## src/rtl/key_scan.sv

```systemverilog
// key_scan: 4x4 keypad scanner, one column driven low at a time.
// Ports: clk; reset (async, active low); row[3:0] (active-low, async)
//   -> col[3:0], key_code[3:0] {row,col}, key_valid strobe, key_down.
// Optional auto-repeat of key_valid while held: define KEY_REPEAT_EN.
module key_scan #(
  parameter int SCAN_DIV     = 4096,
  parameter int DEBOUNCE_CNT = 65536,
  parameter int REPEAT_CNT   = 8388608
) (
  input  logic       clk,
  input  logic       reset,
  input  logic [3:0] row,
  output logic [3:0] col,
  output logic [3:0] key_code,
  output logic       key_valid,
  output logic       key_down
);

  localparam int SW = $clog2(SCAN_DIV);
  localparam int DW = $clog2(DEBOUNCE_CNT);
  localparam logic [SW-1:0] SC_LAST = SW'(SCAN_DIV - 1);
  localparam logic [DW-1:0] DB_LAST = DW'(DEBOUNCE_CNT - 1);
  // HOLD already saw the first high sample, so RELEASE needs one fewer.
  localparam logic [DW-1:0] DB_REL = DW'(DEBOUNCE_CNT - 2);
`ifdef KEY_REPEAT_EN
  localparam int RW = $clog2(REPEAT_CNT);
  localparam logic [RW-1:0] RP_LAST = RW'(REPEAT_CNT - 1);
`endif

  if (SCAN_DIV < 4 || DEBOUNCE_CNT < 2 || REPEAT_CNT < 2) begin : g_bad
    $error("key_scan: parameter out of range");
  end

  typedef enum logic [1:0] {
    SCAN, DEBOUNCE, HOLD, RELEASE
  } state_t;

  state_t        state, state_n;
  logic [3:0]    s1, rs;
  logic [1:0]    ci, ci_n;
  logic [1:0]    ri, ri_n;
  logic [1:0]    lo;
  logic [SW-1:0] dwell, dwell_n;
  logic [DW-1:0] dcnt, dcnt_n;
  logic [3:0]    code_n;
  logic          valid_n, down_n;
  logic          up;
`ifdef KEY_REPEAT_EN
  logic [RW-1:0] rcnt, rcnt_n;
`endif

  assign col = ~(4'b0001 << ci);
  assign up  = rs[ri];

  always_ff @(posedge clk or negedge reset) begin
    if (!reset) begin
      s1 <= 4'b1111;
      rs <= 4'b1111;
    end else begin
      s1 <= row;
      rs <= s1;
    end
  end

  // lowest low row wins when several keys share the column
  always_comb begin
    lo = 2'd3;
    if (!rs[2]) lo = 2'd2;
    if (!rs[1]) lo = 2'd1;
    if (!rs[0]) lo = 2'd0;
  end

  always_ff @(posedge clk or negedge reset) begin
    if (!reset) begin
      state     <= SCAN;
      ci        <= 2'd0;
      ri        <= 2'd0;
      dwell     <= '0;
      dcnt      <= '0;
      key_code  <= 4'h0;
      key_valid <= 1'b0;
      key_down  <= 1'b0;
`ifdef KEY_REPEAT_EN
      rcnt      <= '0;
`endif
    end else begin
      state     <= state_n;
      ci        <= ci_n;
      ri        <= ri_n;
      dwell     <= dwell_n;
      dcnt      <= dcnt_n;
      key_code  <= code_n;
      key_valid <= valid_n;
      key_down  <= down_n;
`ifdef KEY_REPEAT_EN
      rcnt      <= rcnt_n;
`endif
    end
  end

  always_comb begin
    state_n = state;
    ci_n    = ci;
    ri_n    = ri;
    dwell_n = dwell;
    dcnt_n  = dcnt;
    code_n  = key_code;
    valid_n = 1'b0;
    down_n  = key_down;
`ifdef KEY_REPEAT_EN
    rcnt_n  = rcnt;
`endif
    unique case (state)
      SCAN: begin
        if (dwell == SC_LAST) begin
          dwell_n = '0;
          if (rs != 4'b1111) begin
            ri_n    = lo;
            dcnt_n  = '0;
            state_n = DEBOUNCE;
          end else begin
            ci_n = ci + 2'd1;
          end
        end else begin
          dwell_n = dwell + 1'b1;
        end
      end
      DEBOUNCE: begin
        if (up) begin
          dwell_n = '0;
          state_n = SCAN;
        end else if (dcnt == DB_LAST) begin
          code_n  = {ri, ci};
          valid_n = 1'b1;
          down_n  = 1'b1;
          state_n = HOLD;
`ifdef KEY_REPEAT_EN
          rcnt_n  = '0;
`endif
        end else begin
          dcnt_n = dcnt + 1'b1;
        end
      end
      HOLD: begin
        if (up) begin
          dcnt_n  = '0;
          state_n = RELEASE;
        end
`ifdef KEY_REPEAT_EN
        else if (rcnt == RP_LAST) begin
          valid_n = 1'b1;
          rcnt_n  = '0;
        end else begin
          rcnt_n = rcnt + 1'b1;
        end
`endif
      end
      RELEASE: begin
        if (!up) begin
          state_n = HOLD;
        end else if (dcnt == DB_REL) begin
          down_n  = 1'b0;
          ci_n    = ci + 2'd1;
          dwell_n = '0;
          state_n = SCAN;
`ifdef KEY_REPEAT_EN
          rcnt_n  = '0;
`endif
        end else begin
          dcnt_n = dcnt + 1'b1;
        end
      end
      default: state_n = SCAN;
    endcase
  end

endmodule

```

## config.mk

```make
export PLATFORM = sky130hd
export DESIGN_NAME = key_scan
export DESIGN_NICKNAME = d
export VERILOG_FILES = /design/src/rtl/key_scan.sv
export SDC_FILE = /design/constraint.sdc
export NUM_CORES = 1
export LEC_CHECK = 0
export ABC_CLOCK_PERIOD_IN_PS = 3900
export CORE_ASPECT_RATIO = 1.25
export CORE_MARGIN = 2
export CORE_UTILIZATION = 40
export CTS_BUF_LIST = sky130_fd_sc_hd__clkbuf_16
export DETAILED_ROUTE_END_ITERATION = 10
export GPL_TIMING_DRIVEN = 1
export SYNTH_ARGS = -nofsm -noshare
export SYNTH_HDL_FRONTEND = slang
export SYNTH_SLANG_ARGS = --single-unit
export TNS_END_PERCENT = 50
```

## constraint.sdc

```tcl
create_clock -name clk -period 3.9 [get_ports clk]
set_input_delay 0.39 -clock clk [delete_from_list [all_inputs] [get_ports clk]]
set_output_delay 0.39 -clock clk [all_outputs]
set_load 0.05 [all_outputs]
```

After elaboration in Yosys (flattened, before gate mapping). Cells that the tools add are included.

Register bits: 48. Bits of input ports: 6. Output and inout port bits: 10. Logic and storage cells: 87.

$add $sub $neg: 3. Magnitude comparators: 1. Eq/ne operators: 20. Shift operators: 1. Muxes and demuxes: 39. Bitwise logic cells: 2. Reduce and logical (&&, ||, !) cells: 11.

Operators with widths (number): $mux W16 (7); $pmux W16 S4 (1); $mux W12 (4); $pmux W12 S3 (1); $eq A16 B16 Y1 const B (2); $mux W2 (13); $ne A2 B2 Y1 const B (11); $add A16 B1 Y16 const B (1); $reduce_and A5 Y1 (3); $add A12 B1 Y12 const B (1); $eq A12 B12 Y1 const B (1); $mux W1 (9); $pmux W2 S4 (1); $reduce_and A7 Y1 (1); $ne A3 B3 Y1 const B (2); $reduce_and A3 Y1 (2); $eq A2 B2 Y1 const B (2); $ne A4 B4 Y1 const B (1); $not A4 Y4 (1); $pmux W2 S2 (1); $reduce_and A4 Y1 (1); $reduce_bool A2 Y1 (2); $shl A1 B2 Y4 const A (1); $lt A2 B3 Y1 const B (1); 7 further kinds (7).

Logic depth before layout (Yosys ltp). Gate-level depths: netlist of run 1.

Word-level depth: 4. Gate-level depth with buffers: 8. Depth with buffers taken out: 7.

Worst setup path after synthesis of run 1. No wires, ideal clock.

Kind: register to register. Start: reg dcnt[1]. End: reg dcnt[5]. Library setup time: 140 ps. Data arrival time: 1802 ps. Data required time: 3760 ps. Slack: 1959 ps. Cell stages (with the launch flop): 8. Path buffers: 1. Period minus slack after synthesis: 1941 ps. Cell sequence: dfrtp_1 ha_1 nand3_2 or4_4 and3_4 buf_4 o211ai_2 o311ai_1.

Cells in the longest elaborated chain, start to end: 4. Elaborated cells on any way between the ends: 11. Those cells by class: add/sub: 1; eq/ne: 4; mux: 5; reduce/logical: 1.

Ends and longest elaborated chain: start, declared (RTL line 44) `logic [DW-1:0] dcnt, dcnt_n;`; start signal, assigned (RTL line 91) `dcnt <= dcnt_n;`; $add A16 B1 Y16 (RTL line 141, 170); $mux W16, on equally long branches (RTL line 161, 132); $mux W16, on equally long branches (RTL line 159, 129); $pmux W16 S4 (RTL line 113) `unique case (state)`.

Several ways; a longest one is shown, not always the timed one. The select of a mux whose other input is x is not followed. A chain may end at the register's enable or synchronous reset.

Worst setup path in the final report of run 1.
Start: reg dcnt[1]. End: reg key_code[0].

Cells in the longest elaborated chain, start to end: 2.

Ends and longest elaborated chain: $eq A16 B16 Y1 (RTL line 132) `end else if (dcnt == DB_LAST) begin`; $reduce_and A3 Y1 (no line); end signal, assigned (RTL line 92) `key_code <= code_n;`; end, declared (RTL line 14) `output logic [3:0] key_code,`.

No other way between the ends.

==> out/qor.yml, run 1 <==
worstReg2RegStart: "dcnt[1]"
synthTopCellsByCount: "dfrtp_1, o21ai_0, inv_1, a21oi_1, nand2_1"
setup_viol: 0
port_buffers: 15
startpoint_type: "register"
pwr_density_cell_nw_per_um2: 346
cp_max_fo: 8
finalCritPeriodShare: 0.563
gr-total-overflow: 0
area_growth_pct: 15.6
yosys-top-cells-area: "dfrtp_1, dfstp_2, o21ai_0, a21oi_1, inv_1"
syn_nets: 272
reg2reg_depth: 5
max-cap-violations: 0
hold_viol: 0
syn_inst: 259
die_w_um: 75.3
clk_latency_ns: 0.29
drive_above_1_share: 0.149
status: "completed"
wl_per_cell_um: 14.1
vias: 1957
start_util: 0.412
cp_data_arrival_time_ns: 2.36
antenna_cells: 0
die-height_um: 93.1
cts.sinks: 48
cts_root_buffer: "clkbuf_16"
tightest_slew_ns: 1.03
cp.required_ns: 4.07
via_per_inst: 5.42
cts_tree: "yes"
grt_pass1_vias: 1945
grt_first_pass_wirelength_um: 9030
antenna_found_initial: 0
gp_congestion: 0.851
grt_max_degree: 49
cts_buffers: 5
setup_ws_ns: 1.70
pre_cts_slack_ns: 1.71
cts_setup_buffers: 0
track_usage: 0.168
fin_hold_ws_ns: 0.282
seq_area_frac_synth: 0.477
path_clk_slew_ns: 0.07
yosys.area.top_type_share: 0.394
drtPass1Iterations: 4
slew_viol_final: 0
async_flop_share: 1.00
reg2reg_setup_slack_ns: 1.70
finalSetupTns_ns: 0
r2r_end: "key_code[0]"
drc: 0
cts_hold_buf: 0
ys_ff_latch: 48
slew_headroom: 0.315
synth-edff-count: 0
yosysUniqueCellTypes: 50
end_kind: "register"
core_um2: 6170
vdd_drop_max_mv: 0.284
fin_nets: 288
post-route-min-period_ns: 2.20
dieArea_um2: 7010
io_pins: 16
min_path_type: "primary input to async pin"
rows: 32
place_hpwl_um: 3590
rsz0062_at_grt: "false"
leakagePower_nw: 1.19
synth_most_common_cell: "dfrtp_1"
antenna_left: 0
synth_warnings: 0
cts.repair.resized: 0
fillers: 599
total_power_w: 0.00101
max_freq_mhz: 456
dr.first_iter.drc_count: 71
synth_area_leader_cell: "dfrtp_1"
skew_ns: 0.00758
crit_type: "register to register"
syn_area_um2: 2540
synth_flop_cell: "dfrtp_1"
cts_buffer_depth: 2
routed_wl_um: 5080
syn_area_per_cell_um2: 9.81
h-tree-depth: 2
==> cell usage in the layout (no fill, tap or decap), drive strengths merged, types with 2 or more instances in the layout <==
cell type	Yosys	final
or4	2	2
a21oi	18	18
and3	6	6
o31ai	2	2
nand4	8	8
mux2	6	6
nor2	13	13
o21a	6	6
nor4	6	6
mux2i	2	2
o21ai	38	38
clkinv	0	2
ha	7	7
clkdlybuf4s50	0	14
dfrtp	40	40
nand3	14	14
inv	24	24
dfstp	8	8
nor2b	3	3
nand2b	3	3
nand2	17	17
and4	2	2
clkbuf	3	5
o41ai	2	2
nor3	8	8
a22oi	7	7
==> registers in the layout, indices dropped and copies added (netlist names), 2 cells and up, named ones only <==
register,count
dcnt,16
dwell,12
key_code,4
rs,4
s1,4
ci,2
ri,2
==> routing by layer <==
| layer | share of wire | GRT usage |
|---|---|---|
| met4 | 0.022 | 0.0673 |
| met5 | 0 | 0 |
| met2 | 0.51 | 0.272 |
| met1 | 0.44 | 0.219 |
| met3 | 0.020 | 0.0291 |
==> worst max-delay path by stage <==
stage                         from     endpoint  slack, ns  cells past startpoint
after floorplan            dcnt[1]      dcnt[5]       1.96                      7
after global placement     dcnt[1]  key_code[1]       1.70                      5
after detailed placement   dcnt[1]  key_code[1]       1.71                      5
after CTS                  dcnt[1]  key_code[0]       1.68                      5
after global routing      state[0]     dwell[9]       1.39                      5
final                      dcnt[1]  key_code[0]       1.70                      5
==> through the flow <==
step | area, um^2 | std cells | utilization
2_1_floorplan | 2540 | 259 | -
5_1_grt | 2940 | 361 | 0.476
3_3_place_gp | 2760 | 353 | 0.448
4_1_cts | 2940 | 361 | 0.476
6_report | 2940 | 361 | 0.476
3_5_place_dp | 2760 | 353 | 0.448
==> layout make-up <==
cell class / instances / area (um^2) / share of cell area
Timing Repair Buffer: 15 / 145 / 0.0494
Tap cell: 85 / 106 / 0.0362
Inverter: 24 / 90.1 / 0.0307
Multi-Input combinational cell: 181 / 1210 / 0.412
Clock inverter: 3 / 47.5 / 0.0162
Clock buffer: 5 / 125 / 0.0426
Sequential cell: 48 / 1210 / 0.413
==> critical path, cell delays in order (launching register included) <==
cell and delay, ns:
dfrtp_1 0.43, ha_1 0.22, nand3_2 0.18, or4_4 0.58, nor3_2 0.29, mux2_2 0.38
==> report_power, final <==
group | leakage, nW | switching [W] | internal (W)
sequential | 0.629 | 0.00000208 | 0.000505
clock | 0.0840 | 0.000186 | 0.000305
combinational | 0.473 | 0.0000115 | 0.00000531
total | 1.19 | 0.000200 | 0.000815
==> cells by family (layout without fill, tap and decap cells) <==
family / Yosys count / after routing / synth area share
DFF: 48 / 48 / 0.477
xor gates and xnor gates: 1 / 1 / 0.00345
and+or+nand+nor: 85 / 85 / 0.198
muxes: 9 / 9 / 0.0448
AOI/OAI and AO/OA: 79 / 79 / 0.196
buffers and inverters: 30 / 47 / 0.0468
adders and majority gates: 7 / 7 / 0.0345
No activity file was read; power rests on OpenSTA's default activity.
==> inputs of run 2 (changes only) <==
--- a/config.mk
+++ b/config.mk
@@ -5,7 +5,7 @@
 export SDC_FILE = /design/constraint.sdc
 export NUM_CORES = 1
 export LEC_CHECK = 0
-export ABC_CLOCK_PERIOD_IN_PS = 3900
+export ABC_CLOCK_PERIOD_IN_PS = 1800
 export CORE_ASPECT_RATIO = 1.25
 export CORE_MARGIN = 2
 export CORE_UTILIZATION = 40
==> constraint.sdc (replaced) <==
create_clock -name clk -period 1.8 [get_ports clk]
set_input_delay 0.18 -clock clk [delete_from_list [all_inputs] [get_ports clk]]
set_output_delay 0.18 -clock clk [all_outputs]
set_load 0.05 [all_outputs]
==> run 2 against run 1 <==
Sequential cell count unchanged. The flow now finishes with violations (negative setup slack). Highest routed layer unchanged. Hold slack improved by 0.0078 ns. Combinational power increased to 3.4 times the previous value. Sequential share of layout area decreased by 8.7 points. Final cell count increased by 19%. Critical endpoint is now dcnt[1]. Largest cell class is now multi-input gates.
==> out/qor.yml, run 2 (synthesis gave the netlist of run 1 again) <==
post-route-min-period_ns: 2.00
cts_buffers: 5
largest_register_ffs: 16
io_pins: 16
rsz0062_at_grt: "true"
clk_latency_ns: 0.29
reg2reg_depth: 7
cp_data_arrival_time_ns: 2.18
final_area_um2: 3710
max_freq_mhz: 500
pwr_density_cell_nw_per_um2: 637
reg.largest.list: "dcnt x16, dwell x12"
max-cap-violations: 0
finalSetupTns_ns: -3.87
finalCritPeriodShare: 1.11
min_path_type: "primary input to register"
fin_nets: 355
setup_ws_ns: -0.201
startpoint_type: "register"
r2r_end: "dcnt[1]"
dieArea_um2: 7010
end_kind: "register"
cts_buffer_depth: 2
slew_headroom: 0.637
cp_max_fo: 5
multi_input_area_um2: 1420
final_cell_mix: "buf_4, dfrtp_1, inv_1, o21ai_0, nand2_1"
whs_path_depth: 1
start_util: 0.412
wl_per_cell_um: 15.2
hold_viol: 0
via_per_inst: 5.27
tightest_slew_ns: 0.539
drtPass1Iterations: 4
port_buffers: 15
pre_cts_slack_ns: -0.179
highest_layer: "met4"
antenna_left: 0
cts_tree: "yes"
skew_ns: 0.00419
mostFrequentLayoutCell: "buf_4"
place_hpwl_um: 4130
leakagePower_nw: 1.59
track_usage: 0.191
crit_type: "register to register"
min_to: "s1[1]"
antenna_found_initial: 0
grt_first_pass_wirelength_um: 10400
wl_met3_um: 216
gr-total-overflow: 0
drc: 0
reg2reg_setup_slack_ns: -0.20
min_from: "row[1]"
path_clk_slew_ns: 0.07
cts_root_buffer: "clkbuf_16"
vias: 2257
utilization: 0.602
h-tree-depth: 2
slew_viol_final: 0
area_growth_pct: 46.3
place_area_um2: 3180
status: "finished with violations"
grt_max_degree: 32
top_register: "dcnt"
fillers: 544
rows: 32
wl_met1_um: 2790
wl_met2_um: 3420
antenna_cells: 0
seqCellArea_um2: 1210
cts.sinks: 48
setup_viol: 33
core_um2: 6170
dr.first_iter.drc_count: 69
startpoint: "dcnt[1]"
vdd_drop_max_mv: 0.533
gp_congestion: 0.852
worstReg2RegStart: "dcnt[1]"
total_power_w: 0.00237
grt_pass1_vias: 2240
violations: "negative setup slack"
die-height_um: 93.1
cp.required_ns: 1.98
routed_wl_um: 6500
die_w_um: 75.3
drive_above_1_share: 0.411
==> run 2: timing repair <==
action | in CTS | in global routing
resized for setup | 28 | 31
gates cloned | 2 | 1
buffers inserted | 8 | 6
hold buffers | 1 | 0
pin swaps | 12 | 19
endpoints found under the setup margin | 31 | 36
endpoints found under the hold margin | 17 | 0
==> run 2: area by class of cell <==
class | instances | share of cell area
sequential | 48 | 0.326
clock inverter | 3 | 0.0185
timing repair buffer | 80 | 0.188
inverter | 24 | 0.0243
tap | 85 | 0.0286
clock buffer | 5 | 0.0337
multi-input combinational | 183 | 0.381
==> run 2: worst max-delay path by stage <==
stage | to | slack, ns | cells past startpoint
floorplan | dcnt[5] | -0.13 | 7
global placement | key_code[3] | -0.14 | 5
detailed placement | key_code[0] | -0.18 | 5
CTS | ci[1] | -0.12 | 8
global route | dcnt[1] | -0.28 | 7
finish | dcnt[1] | -0.20 | 7
==> run 2: metrics by stage <==
stage | cells | hold slack (ns)
floorplan | 259 | -0.116
global placement | 402 | 0.150
detailed placement | 402 | 0.148
CTS | 421 | 0.286
global route | 428 | 0.286
finish | 428 | 0.290
==> run 2: metal layers <==
metal  global-route usage  up-vias
met3               0.0323        8
met5                    0        -
met4               0.0512        0
met2                0.321       35
met1                0.250     1102
li1                     -     1112
==> run 2: critical path, cell delays in order, from the launching register on <==
cell     delay (ns)
dfrtp_1        0.37
buf_6          0.12
ha_4           0.11
nand4_1        0.13
o41a_4         0.55
a22oi_4        0.22
nand2_4        0.09
mux2_4         0.30
==> run 2: power breakdown <==
group,switching (W),internal (W),total [W]
clock,0.000410,0.000801,0.00121
sequential,0.00000426,0.00109,0.00110
combinational,0.0000310,0.0000255,0.0000564
total,0.000445,0.00192,0.00237
==> inputs of run 3 (changes only) <==
--- a/config.mk
+++ b/config.mk
@@ -10,6 +10,7 @@
 export CORE_MARGIN = 2
 export CORE_UTILIZATION = 40
 export CTS_BUF_LIST = sky130_fd_sc_hd__clkbuf_16
+export CTS_CLUSTER_SIZE = 40
 export DETAILED_ROUTE_END_ITERATION = 10
 export GPL_TIMING_DRIVEN = 1
 export SYNTH_ARGS = -nofsm -noshare
==> results of run 3 <==
Same layout as run 2: the final DEF is identical, and so are final timing and power.
